[config.mk]
export PLATFORM = sky130hd
export DESIGN_NAME = seven_seg_driver_flat
export DESIGN_NICKNAME = d
export VERILOG_FILES = /design/src/rtl/seven_seg_driver_if.sv /design/src/rtl/seven_seg_driver.sv /design/src/flat_wrapper.sv
export SDC_FILE = /design/constraint.sdc
export NUM_CORES = 1
export LEC_CHECK = 0
export ABC_AREA = 1
export ABC_CLOCK_PERIOD_IN_PS = 1800
export BUFFER_PORTS_ARGS = -buffer_cell sky130_fd_sc_hd__buf_2
export CAP_MARGIN = 30
export CORE_UTILIZATION = 45
export CTS_CLUSTER_DIAMETER = 30
export DETAILED_ROUTE_END_ITERATION = 8
export GPL_TIMING_DRIVEN = 0
export PLACE_DENSITY = 0.78
export SLEW_MARGIN = 0
export SYNTH_ARGS = -nofsm -noshare
export SYNTH_HDL_FRONTEND = slang
export SYNTH_SLANG_ARGS = --single-unit
[constraint.sdc]
create_clock -name clk_i -period 1.8 [get_ports clk_i]
set_input_delay 0.09 -clock clk_i [delete_from_list [all_inputs] [get_ports clk_i]]
set_output_delay 0.09 -clock clk_i [all_outputs]
set_load 0.01 [all_outputs]
[src/rtl/seven_seg_driver_if.sv]
// CPU-side register port of seven_seg_driver: write strobe, write data and read-back.
interface seven_seg_driver_if #(
  parameter int NUM_DIGITS = 4
);
  logic                    we_i;
  logic [4*NUM_DIGITS-1:0] data_i;
  logic [4*NUM_DIGITS-1:0] data_o;

  modport master (output we_i, output data_i, input  data_o);
  modport slave  (input  we_i, input  data_i, output data_o);
endinterface

[src/rtl/seven_seg_driver.sv]
// Time-multiplexed common-anode hex display; outputs registered one cycle behind scan state, never stalls.
// SEVEN_SEG_LZ_BLANK_EN: when defined, leading-zero digits (except digit 0) show all segments off.
module seven_seg_driver #(
  parameter int NUM_DIGITS   = 4,
  parameter int REFRESH_DIV  = 10000,
  parameter int BLANK_CYCLES = 16
) (
  input  logic                  clk_i,
  input  logic                  rst_i,
  seven_seg_driver_if.slave     bus,
  input  logic                  en_i,
  output logic [NUM_DIGITS-1:0] an_o,
  output logic [6:0]            seg_o
);
  localparam int CW = (REFRESH_DIV > 1) ? $clog2(REFRESH_DIV) : 1;
  localparam int IW = (NUM_DIGITS > 1) ? $clog2(NUM_DIGITS) : 1;
  localparam logic [CW-1:0] CNT_LAST = CW'(REFRESH_DIV - 1);
  localparam logic [CW-1:0] CNT_SHOW = CW'(BLANK_CYCLES);
  localparam logic [IW-1:0] IDX_LAST = IW'(NUM_DIGITS - 1);

  typedef enum logic {ST_BLANK, ST_SHOW} state_t;
  localparam state_t ST_RST = (BLANK_CYCLES > 0) ? ST_BLANK : ST_SHOW;

  logic [CW-1:0]           r_cnt, w_cnt_nxt;
  logic [IW-1:0]           r_idx, w_idx_nxt;
  state_t                  r_state, w_state_nxt;
  logic [4*NUM_DIGITS-1:0] r_data;
  logic [NUM_DIGITS-1:0]   r_an, w_an_nxt;
  logic [6:0]              r_seg, w_seg_nxt;
  logic [3:0]              w_nib;
  logic                    w_lz;
`ifdef SEVEN_SEG_LZ_BLANK_EN
  logic                    w_zero;
`endif

  function automatic logic [6:0] f_decode(input logic [3:0] nib);
    case (nib)
      4'h0:    f_decode = 7'h40;
      4'h1:    f_decode = 7'h79;
      4'h2:    f_decode = 7'h24;
      4'h3:    f_decode = 7'h30;
      4'h4:    f_decode = 7'h19;
      4'h5:    f_decode = 7'h12;
      4'h6:    f_decode = 7'h02;
      4'h7:    f_decode = 7'h78;
      4'h8:    f_decode = 7'h00;
      4'h9:    f_decode = 7'h10;
      4'hA:    f_decode = 7'h08;
      4'hB:    f_decode = 7'h03;
      4'hC:    f_decode = 7'h46;
      4'hD:    f_decode = 7'h21;
      4'hE:    f_decode = 7'h06;
      default: f_decode = 7'h0E;
    endcase
  endfunction

  always_ff @(posedge clk_i or negedge rst_i) begin
    if (!rst_i) begin
      r_cnt   <= '0;
      r_idx   <= '0;
      r_state <= ST_RST;
      r_data  <= '0;
      r_an    <= '1;
      r_seg   <= 7'h7F;
    end else begin
      r_cnt   <= w_cnt_nxt;
      r_idx   <= w_idx_nxt;
      r_state <= w_state_nxt;
      r_an    <= w_an_nxt;
      r_seg   <= w_seg_nxt;
      if (bus.we_i) r_data <= bus.data_i;
    end
  end

  always_comb begin
    w_cnt_nxt = r_cnt + CW'(1);
    w_idx_nxt = r_idx;
    if (r_cnt == CNT_LAST) begin
      w_cnt_nxt = '0;
      w_idx_nxt = (r_idx == IDX_LAST) ? '0 : r_idx + IW'(1);
    end
    w_state_nxt = (w_cnt_nxt < CNT_SHOW) ? ST_BLANK : ST_SHOW;

    w_nib = r_data[3:0];
    for (int k = 0; k < NUM_DIGITS; k++)
      if (r_idx == IW'(k)) w_nib = r_data[4*k +: 4];

    w_lz = 1'b0;
`ifdef SEVEN_SEG_LZ_BLANK_EN
    // Walk down from the top nibble; digit 0 is excluded so zero still reads "0".
    w_zero = 1'b1;
    for (int k = NUM_DIGITS - 1; k > 0; k--) begin
      w_zero = w_zero & (r_data[4*k +: 4] == 4'h0);
      if (r_idx == IW'(k)) w_lz = w_zero;
    end
`endif

    w_an_nxt  = '1;
    w_seg_nxt = 7'h7F;
    if (en_i && r_state == ST_SHOW) begin
      for (int k = 0; k < NUM_DIGITS; k++)
        if (r_idx == IW'(k)) w_an_nxt[k] = 1'b0;
      if (!w_lz) w_seg_nxt = f_decode(w_nib);
    end
  end

  assign an_o        = r_an;
  assign seg_o       = r_seg;
  assign bus.data_o  = r_data;

endmodule

[src/flat_wrapper.sv]
// flat-port wrapper written by rule: the top's interface ports become plain ports
module seven_seg_driver_flat 
#(
  parameter int NUM_DIGITS   = 4,
  parameter int REFRESH_DIV  = 10000,
  parameter int BLANK_CYCLES = 16
)
  (clk_i, rst_i, en_i, an_o, seg_o, bus_we_i, bus_data_i, bus_data_o);
  seven_seg_driver_if #(.NUM_DIGITS(NUM_DIGITS)) bus_i ();
  input  logic clk_i;
  input  logic rst_i;
  input  logic en_i;
  output logic [NUM_DIGITS-1:0] an_o;
  output logic [6:0] seg_o;
  input wire logic [$bits(bus_i.we_i)-1:0] bus_we_i;
  input wire logic [$bits(bus_i.data_i)-1:0] bus_data_i;
  output wire logic [$bits(bus_i.data_o)-1:0] bus_data_o;
  assign bus_i.we_i = bus_we_i;
  assign bus_i.data_i = bus_data_i;
  assign bus_data_o = bus_i.data_o;
  seven_seg_driver #(.NUM_DIGITS(NUM_DIGITS), .REFRESH_DIV(REFRESH_DIV), .BLANK_CYCLES(BLANK_CYCLES)) u_core (.clk_i(clk_i), .rst_i(rst_i), .bus(bus_i), .en_i(en_i), .an_o(an_o), .seg_o(seg_o));
endmodule
==> results.sh, run 1 <==
export IMPL_power_leakage_nw=1.53
export IMPL_tightest_slew_ps=375
export IMPL_setup_viol_count_final=7
export IMPL_grt_pass1_wl_mm=8.85
export IMPL_ys_warn_count=0
export IMPL_endpoint_kind="flip-flop"
export IMPL_slew_viol_final=0
export IMPL_p_seq_share_pct=51.0
export IMPL_layout_commonest_cell="nand2_1"
export IMPL_start_util_pct=48.1
export IMPL_syn_area_per_cell_sq_um=8.51
export IMPL_top_layer="met4"
export IMPL_cts_sink_count=44
export IMPL_coreArea_sq_um=4850
export IMPL_finClkSkew_ps=7.42
export IMPL_antenna_found_initial=0
export IMPL_power_density_nw_per_um2=685
export IMPL_violations="negative setup slack"
export IMPL_crit_arrival_ps=2150
export IMPL_numPortBuffers=46
export IMPL_drt_iter0_markers=156
export IMPL_setup_slack_ps=-112
export IMPL_rsz0062_at_grt="yes"
export IMPL_antenna_cells=0
export IMPL_wl_per_cell_microns=14.1
export IMPL_gr_usage_all_layers_pct=21.4
export IMPL_yosysTopAreaCellShare_pct=35.4
export IMPL_crit_type="flip-flop to flip-flop"
export IMPL_wl_met3_microns=301
export IMPL_cap_violations=0
export IMPL_fin_util_pct=64.3
export IMPL_io_pins=47
export IMPL_synth_fp_nets=305
export IMPL_layout_min_cycle_time_ps=1910
export IMPL_grt_max_degree=45
export IMPL_swShare_pct=28.1
export IMPL_mostFrequentLayoutCells="nand2_1 (71), buf_2 (47), dfrtp_1 (31), inv_1 (30), nand3_1 (22)"
export IMPL_detailed_place_hpwl_mm=3.34
export IMPL_ir_worst_vdd_mv=0.452
export IMPL_grt_pass1_vias=2027
export IMPL_switchingPower_uw=600
export IMPL_comb_power_share_pct=18.5
export IMPL_die_h_microns=74.0
export IMPL_viasPerCell=5.09
export IMPL_wl_met1_mm=2.21
export IMPL_dp_cells=387
export IMPL_drtAntennaViolNets=0
export IMPL_placement_rows=25
export IMPL_ys_seq_elements=44
export IMPL_fmax_mhz=523
export IMPL_yosys_top_cells_area="dfrtp_1 (35%), dfstp_2 (12%), nand2_1 (12%), ha_1 (5.9%), inv_1 (5.8%)"
export IMPL_dpl_cell_area_sq_um=2650
export IMPL_synth_cell_area_sq_um=2330
export IMPL_clk_latency_ps=300
export IMPL_clkSlewWorstSetupHoldPaths_ps=80
export IMPL_wl_mm=5.86
export IMPL_whs_ps=5.22
export IMPL_cp_max_fo=6
export IMPL_h_tree_depth=2
export IMPL_outcome="complete, but fails checks"
export IMPL_cellInternalPower_mw=1.53
export IMPL_yosysSeqAreaShare_pct=47.8
export IMPL_vias=2112
export IMPL_overflow=0
export IMPL_dr_wl_met2_mm=3.11
export IMPL_clkPwrFrac_pct=30.5
export IMPL_stdcell_count=415
export IMPL_p_total_mw=2.13
export IMPL_startpoint_type="flip-flop"
export IMPL_cp_common_cell="nand2_1"
export IMPL_post_route_cell_area_sq_um=3120
export IMPL_synth_area_leader_cell="dfrtp_1"
export IMPL_drive_above_1_share_pct=39.9
export IMPL_hold_violations=0
export IMPL_netlist_instances=274
export IMPL_area_growth_syn_to_layout_pct=33.6
export IMPL_nNetsFinal=378
export IMPL_cts_tree="done"
export IMPL_cts_root_buf="clkbuf_8"
export IMPL_clockBufferDepth=2
export IMPL_cp_slowest_cell="dfrtp_2"
export IMPL_period_share_pct=106
export IMPL_firstDrtPassIters=4
export IMPL_hold_class="input port to flip-flop"
export IMPL_yosysUniqueCellTypes=28
export IMPL_cts_made_buffers=5
export IMPL_place_gp_congestion=0.854
export IMPL_dieArea_sq_um=5470
export IMPL_slowest_delay_ps=460
export IMPL_required_ps=2040
export IMPL_drc_errors=0
export IMPL_die_w_microns=74.0
export IMPL_crit_chain="inv_2 > ha_4 > inv_4 > o211ai_1 > nand2_1 > o21ai_4 > inv_4 > ha_4 > nand2_1 > nand2_1 > nand2_1 > nand2_1"
export IMPL_relSlewSlack_pct=75.0
## power groups by stage
stage | registers (mW) | clock network [mW] | logic (mW)
finish | 1.09 | 0.650 | 0.395
global route | 1.10 | 0.701 | 0.427
CTS | 1.09 | 0.657 | 0.332
detailed placement | 1.10 | 0 | 0.281
global placement | 1.10 | 0 | 0.275
floorplan | 1.13 | 0 | 0.131
## per-layer routing
layer  GRT usage [%]  up-vias
li1                -     1016
met1            23.9      986
met2            38.4       86
met3            4.74       24
met4            10.7        0
met5               0        -
## Yosys cell counts, drive strengths merged
cell,instances
o21ai,14
buf,3
nand2,78
a21oi,7
o21bai,1
nand3,29
dfrtp,33
nand3b,2
nor2,26
clkbuf,1
ha,11
o211ai,1
a21o,1
mux2,11
nand4,3
a21boi,1
dfstp,11
xor2,2
inv,39
## sequential cells by signal (all words and copies together) (netlist names)
signal,cells
u_core.seg_o,7
u_core.an_o,4
u_core.r_state,1
u_core.r_idx,2
u_core.bus.data_o,16
u_core.r_cnt,14
## per-stage QoR
| stage | setup TNS [ps] | setup WS, ps |
|---|---|---|
| global route | -1150 | -208 |
| floorplan | 0 | 36.0 |
| finish | -631 | -112 |
| global placement | -800 | -219 |
| detailed placement | -1170 | -276 |
| CTS | 0 | 3.73 |
## repair_timing
item                                    4_1_cts  5_1_grt
setup buffers                                11        6
hold buffers                                  4        0
pin swaps                                    13        7
resized for setup                            28       21
endpoints found under the setup margin        7        8
endpoints found under the hold margin        36        0
## worst paths after layout
check / from / end / slack, ps / depth (start not counted)
setup / recovery: u_core.r_idx[0] / u_core.seg_o[0] / -110 / 12
hold / removal: bus_data_i[2] / u_core.bus.data_o[2] / 5 / 3
setup reg to reg: u_core.r_idx[0] / u_core.seg_o[0] / -110 / 12
hold reg to reg: u_core.r_cnt[0] / u_core.r_cnt[0] / 520 / 1
max in group asynchronous: rst_i / u_core.seg_o[5] / 1260 / 3
min in group asynchronous: rst_i / u_core.bus.data_o[15] / 280 / 3
## worst max-delay path, delay by kind of cell, from the launching register on
family / cells / cell delay (ps)
compound gates: 2 / 280
flops: 1 / 460
buf+inv: 3 / 250
simple gates: 5 / 470
fa+ha+maj: 2 / 380
## logic make-up (layout without fill, tap and decap cells)
group,Yosys count,count (layout),share of synthesized area [%]
AOI/OAI and AO/OA,25,25,6.28
xor gates and xnor gates,2,2,0.751
muxes,11,11,5.31
buffers and inverters,43,117,7.62
and+or+nand+nor,138,138,26.3
adders and majority gates,11,11,5.90
DFF,44,44,47.8
## area by class of cell
cell class	count	area [sq um]
well taps	67	83.8
clock buffers	6	82.6
fillers	382	1730
clock inverters	2	10.0
inverters	39	151
plain buffers	3	20.0
repair buffers	67	415
flip-flops and latches	44	1120
multi-input cells	187	1230
Power figures use the tool's default switching activity.
==> inputs of run 2 (changes only) <==
Settings changed: ABC_CLOCK_PERIOD_IN_PS 1800 to 1820, PLACE_DENSITY 0.78 to 0.75.
Clock period 1.8 ns to 1.82 ns, I/O delays scaled along.
==> run 2 against run 1 <==
The flow now finishes without violations. Power is 3.0% higher. Maximum frequency up 5.6%. Clock power up 26%. Largest power group unchanged.
==> results.sh, run 2 (synthesis gave the netlist of run 1 again) <==
export IMPL_stdcell_count=404
export IMPL_place_gp_congestion=0.837
export IMPL_power_density_nw_per_um2=749
export IMPL_grt_pass1_vias=1921
export IMPL_grt_pass1_wl_mm=8.25
export IMPL_period_share_pct=99.5
export IMPL_clkSlewWorstSetupHoldPaths_ps=80
export IMPL_grt_max_degree=45
export IMPL_outcome="completed"
export IMPL_overflow=0
export IMPL_fin_util_pct=60.5
export IMPL_die_h_microns=74.0
export IMPL_layout_min_cycle_time_ps=1810
export IMPL_slew_viol_final=0
export IMPL_antenna_cells=0
export IMPL_startpoint_type="flip-flop"
export IMPL_rsz0062_at_grt="yes"
export IMPL_wl_per_cell_microns=11.7
export IMPL_hp_start="bus_data_i[3]"
export IMPL_vias=1950
export IMPL_mostFrequentLayoutCells="nand2_1 (74), buf_2 (48), dfrtp_1 (32), inv_1 (30), nand3_1 (25)"
export IMPL_placement_rows=25
export IMPL_dieArea_sq_um=5470
export IMPL_drc_errors=0
export IMPL_power_leakage_nw=1.47
export IMPL_h_tree_depth=2
export IMPL_required_ps=2050
export IMPL_crit_type="flip-flop to flip-flop"
export IMPL_cts_tree="done"
export IMPL_cap_violations=0
export IMPL_drive_above_1_share_pct=35.6
export IMPL_ir_worst_vdd_mv=0.540
export IMPL_clockBufferDepth=2
export IMPL_start_util_pct=48.1
export IMPL_rr_startpoint="u_core.r_idx[0]"
export IMPL_numPortBuffers=46
export IMPL_tightest_slew_ps=371
export IMPL_wl_mm=4.72
export IMPL_crit_start="u_core.r_idx[0]"
export IMPL_setup_tns_ps=0
export IMPL_drtAntennaViolNets=0
export IMPL_firstDrtPassIters=4
export IMPL_area_growth_syn_to_layout_pct=25.8
export IMPL_cts_made_buffers=5
export IMPL_dp_cells=387
export IMPL_drt_iter0_markers=172
export IMPL_cts_sink_count=44
export IMPL_die_w_microns=74.0
export IMPL_viasPerCell=4.83
export IMPL_crit_arrival_ps=2040
export IMPL_gr_usage_all_layers_pct=19.6
export IMPL_hold_violations=0
export IMPL_endpoint_kind="flip-flop"
export IMPL_r2r_end="u_core.seg_o[1]"
export IMPL_finClkSkew_ps=5.77
export IMPL_reg2reg_depth=10
export IMPL_n_fill_cell=410
export IMPL_clk_latency_ps=290
export IMPL_hold_class="input port to flip-flop"
export IMPL_pre_cts_ws_ps=-242
export IMPL_cts_root_buf="clkbuf_8"
export IMPL_io_pins=47
export IMPL_coreArea_sq_um=4850
export IMPL_cp_max_fo=6
export IMPL_largest_register_ffs=16
export IMPL_antenna_found_initial=0
export IMPL_setup_slack_ps=9.45
export IMPL_detailed_place_hpwl_mm=3.30
export IMPL_r2r_slack_ps=9
export IMPL_fmax_mhz=552
export IMPL_endpoint="u_core.seg_o[1]"
export IMPL_layout_commonest_cell="nand2_1"
export IMPL_nNetsFinal=367
export IMPL_setup_viol_count_final=0
export IMPL_relSlewSlack_pct=75.2
export IMPL_whs_ps=0.392
[run 2: per-stage QoR]
| step | total power [mW] | area, sq um |
|---|---|---|
| floorplan | 1.25 | 2340 |
| global placement | 1.36 | 2650 |
| detailed placement | 1.37 | 2650 |
| CTS | 2.20 | 2860 |
| global route | 2.30 | 2930 |
| finish | 2.20 | 2930 |
[run 2: worst min path at each step]
| stage | slack [ps] | cells after the start | endpoint |
|---|---|---|---|
| 4_1_cts | 3 | 3 | u_core.bus.data_o[3] |
| 3_5_place_dp | 290 | 1 | u_core.r_cnt[1] |
| 6_report | 0.4 | 3 | u_core.bus.data_o[3] |
| 5_1_grt | 10 | 3 | u_core.bus.data_o[0] |
| 3_3_place_gp | 290 | 1 | u_core.r_cnt[1] |
| 2_1_floorplan | -200 | 0 | u_core.bus.data_o[0] |
[run 2: what timing repair did]
action | in CTS | in global routing
pin swaps | 4 | 4
hold buffers | 2 | 0
buffers inserted | 2 | 3
hold endpoints to repair | 34 | 0
endpoints found under the setup margin | 7 | 8
cloned | 0 | 1
resized for setup | 18 | 7
[run 2: routing by layer]
metal	up-vias	global-route usage [%]	share of wire (%)
li1	991	-	-
met1	899	24.0	43
met2	52	34.6	51
met3	8	4.88	4.1
met4	0	4.70	1.8
met5	-	0	0
[run 2: layout make-up]
type                    count  area [sq um]  share of cell area [%]
flip-flops and latches     44          1120                    38.1
multi-input cells         187          1120                    38.1
repair buffers             55           313                    10.7
inverters                  39           146                    4.99
clock buffers               7          96.3                    3.28
well taps                  67          83.8                    2.86
plain buffers               4          31.3                    1.07
clock inverters             1          30.0                    1.02
[run 2: worst max-delay path, cell delays in order, from the launching register on]
cell and delay [ps]:
dfrtp_2 450, ha_4 180, buf_6 120, o211ai_1 180, nand2_1 120, o21ai_4 120
ha_1 280, nand3_2 90, nor2_1 50, nor2_1 80, nand2_1 60
[run 2: power by group]
part / total, mW / switching (mW) / internal, mW
sequential: 1.07 / 0.0319 / 1.04
combinational: 0.306 / 0.174 / 0.132
clock: 0.816 / 0.332 / 0.484
==> inputs of run 3 (changes only) <==
Settings changed: ABC_AREA 1 to not set, PLACE_DENSITY 0.75 to 0.76.
==> run 3 against run 2 <==
Worst hold slack improved by 2.9 ps. Sequential cell count stayed put. Routed wire length is 0.83% lower. Setup slack got worse by 190 ps. Combinational power up 20%. First-iteration DRC count is 35% lower. Sequential power is essentially flat. Design area fell by 0.55%. Power fell by 7.4%. The run now ends with negative setup slack left.
==> results.sh, run 3 <==
export IMPL_cap_violations=0
export IMPL_wl_per_cell_microns=14.0
export IMPL_relSlewSlack_pct=64.4
export IMPL_stdcell_count=333
export IMPL_slew_viol_final=0
export IMPL_h_tree_depth=2
export IMPL_crit_arrival_ps=2190
export IMPL_antenna_found_initial=0
export IMPL_cp_max_fo=5
export IMPL_setup_viol_count_final=7
export IMPL_nNetsFinal=296
export IMPL_coreArea_sq_um=4750
export IMPL_synth_fa_ha_area_share_pct=6.15
export IMPL_whs_ps=3.27
export IMPL_area_growth_syn_to_layout_pct=30.4
export IMPL_synth_cell_area_sq_um=2240
export IMPL_synth_simple_area_share_pct=15.0
export IMPL_finClkSkew_ps=6.62
export IMPL_synth_fp_nets=230
export IMPL_synth_top_family_by_area="simple AND/OR/NAND/NOR gates"
export IMPL_gr_usage_all_layers_pct=19.3
export IMPL_setup_tns_ps=-971
export IMPL_wl_met1_mm=2.10
export IMPL_yosysMostFrequentCell="dfrtp_1"
export IMPL_start_util_pct=47.1
export IMPL_yosys_top_cells_area="dfrtp_1 (37%), dfstp_2 (13%), mux2_2 (8.6%), ha_1 (6.2%), mux2i_1 (3.6%)"
export IMPL_yosysSeqAreaShare_pct=49.8
export IMPL_violations="negative setup slack"
export IMPL_synth_area_leader_cell="dfrtp_1"
export IMPL_cts_sink_count=44
export IMPL_placement_rows=25
export IMPL_hold_violations=0
export IMPL_overflow=0
export IMPL_fmax_mhz=500
export IMPL_setup_slack_ps=-180
export IMPL_clockBufferDepth=2
export IMPL_grt_pass1_vias=1672
export IMPL_rsz0062_at_grt="yes"
export IMPL_clkSlewWorstSetupHoldPaths_ps=80
export IMPL_wl_met3_microns=225
export IMPL_synthTopCellsByCount="dfrtp_1 (33), nand2_1 (19), mux2_2 (17)"
export IMPL_yosysTopAreaCellShare_pct=36.9
export IMPL_numPortBuffers=45
export IMPL_drtAntennaViolNets=0
export IMPL_dp_cells=311
export IMPL_p_total_mw=2.03
export IMPL_tightest_slew_ps=534
export IMPL_required_ps=2010
export IMPL_netlist_instances=199
export IMPL_synth_ff_type="dfrtp_1"
export IMPL_period_share_pct=110
export IMPL_die_h_microns=72.5
export IMPL_vias=1782
export IMPL_hold_class="input port to flip-flop"
export IMPL_syn_area_per_cell_sq_um=11.2
export IMPL_mostFrequentLayoutCells="buf_2 (46), dfrtp_1 (30), nand2_1 (19), mux2_2 (16), buf_4 (13)"
export IMPL_dieArea_sq_um=5260
export IMPL_cts_made_buffers=5
export IMPL_ir_worst_vdd_mv=0.463
export IMPL_antenna_cells=0
export IMPL_dpl_cell_area_sq_um=2590
export IMPL_post_route_cell_area_sq_um=2920
export IMPL_synth_xor_xnor_area_share_pct=4.31
export IMPL_place_gp_congestion=0.862
export IMPL_endpoint_kind="flip-flop"
export IMPL_cts_root_buf="clkbuf_8"
export IMPL_synth_edf_count=0
export IMPL_layout_commonest_cell="buf_2"
export IMPL_power_density_nw_per_um2=697
export IMPL_die_w_microns=72.5
export IMPL_synth_mux_area_fraction_pct=12.1
export IMPL_firstDrtPassIters=4
export IMPL_power_leakage_nw=1.28
export IMPL_startpoint_type="flip-flop"
export IMPL_ys_seq_elements=44
export IMPL_drc_errors=0
export IMPL_dr_wl_met2_mm=2.31
export IMPL_wl_mm=4.68
export IMPL_viasPerCell=5.35
export IMPL_detailed_place_hpwl_mm=3.12
export IMPL_synth_compound_gate_area_share_pct=9.45
export IMPL_pre_cts_ws_ps=-414
export IMPL_drt_iter0_markers=111
export IMPL_grt_pass1_wl_mm=7.81
export IMPL_cts_tree="done"
export IMPL_ys_async_sr_fraction_pct=100
export IMPL_grt_max_degree=45
export IMPL_top_layer="met4"
export IMPL_clk_latency_ps=300
export IMPL_drive_above_1_share_pct=50.0
export IMPL_largest_register_ffs=16
export IMPL_crit_type="flip-flop to flip-flop"
export IMPL_io_pins=47
export IMPL_yosysUniqueCellTypes=45
export IMPL_fin_util_pct=61.3
export IMPL_ys_warn_count=0
export IMPL_outcome="complete, but fails checks"
export IMPL_layout_min_cycle_time_ps=2000
==> run 3: cell types whose count changed in the layout (fill, tap and decap cells not counted), sizes merged, moves of 6 or more <==
cell,previous run,this run
nand2,78,19
inv,39,8
nand3,29,9
nor2,26,7
mux2i,0,8
and2,0,7
buf,56,62
mux2,11,17
==> run 3: final timing paths <==
check                                 from                    to  slack (ps)  cells past startpoint
max in group asynchronous            rst_i       u_core.seg_o[1]        1220                      3
min in group asynchronous            rst_i  u_core.bus.data_o[1]         120                      2
min                          bus_data_i[9]  u_core.bus.data_o[9]           3                      3
min reg2reg                u_core.r_cnt[0]       u_core.r_cnt[0]         510                      1
max                        u_core.r_idx[1]       u_core.seg_o[4]        -180                      9
max reg2reg                u_core.r_idx[1]       u_core.seg_o[4]        -180                      9
==> run 3: metal layers <==
layer | vias to the layer above | global-route usage [%]
met5 | - | 0
met1 | 878 | 26.5
met4 | 0 | 4.79
met2 | 55 | 30.9
li1 | 843 | -
met3 | 6 | 4.44
==> run 3: repair_timing <==
| item | 4_1_cts | 5_1_grt |
|---|---|---|
| setup buffers | 11 | 3 |
| hold buffers | 1 | 0 |
| endpoints found under the setup margin | 8 | 14 |
| resized for setup | 23 | 8 |
| pin swaps | 6 | 4 |
| cloned | 0 | 0 |
| hold endpoints to repair | 33 | 0 |
==> run 3: kinds of logic (layout without fill, tap and decap cells) <==
| logic type | count (synthesis) | in the layout |
|---|---|---|
| xor+xnor | 11 | 11 |
| buf+inv | 15 | 82 |
| mux | 25 | 25 |
| flops | 44 | 44 |
| fa+ha+maj | 11 | 11 |
| simple gates | 62 | 62 |
| compound gates | 31 | 31 |
==> run 3: where the power goes <==
group          internal [mW]  switching [mW]
Clock                  0.270           0.320
Combinational          0.180           0.186
Sequential              1.05          0.0306
==> run 3: worst max-delay path, cell delays in order (launching register included) <==
cell and delay (ps):
dfrtp_1 390, inv_2 80, ha_4 180, mux2_4 310, mux2i_2 190, o21ai_2 120
buf_4 150, ha_4 180, mux2i_1 150, o221ai_1 140
==> run 3: final cells by class <==
type,count,area (sq um)
fill,378,1840
multi-input combinational,140,1210
sequential,44,1120
timing repair buffer,61,364
tap,67,83.8
clock buffer,7,76.3
inverter,8,30.0
buffer,5,27.5
clock inverter,1,5.00
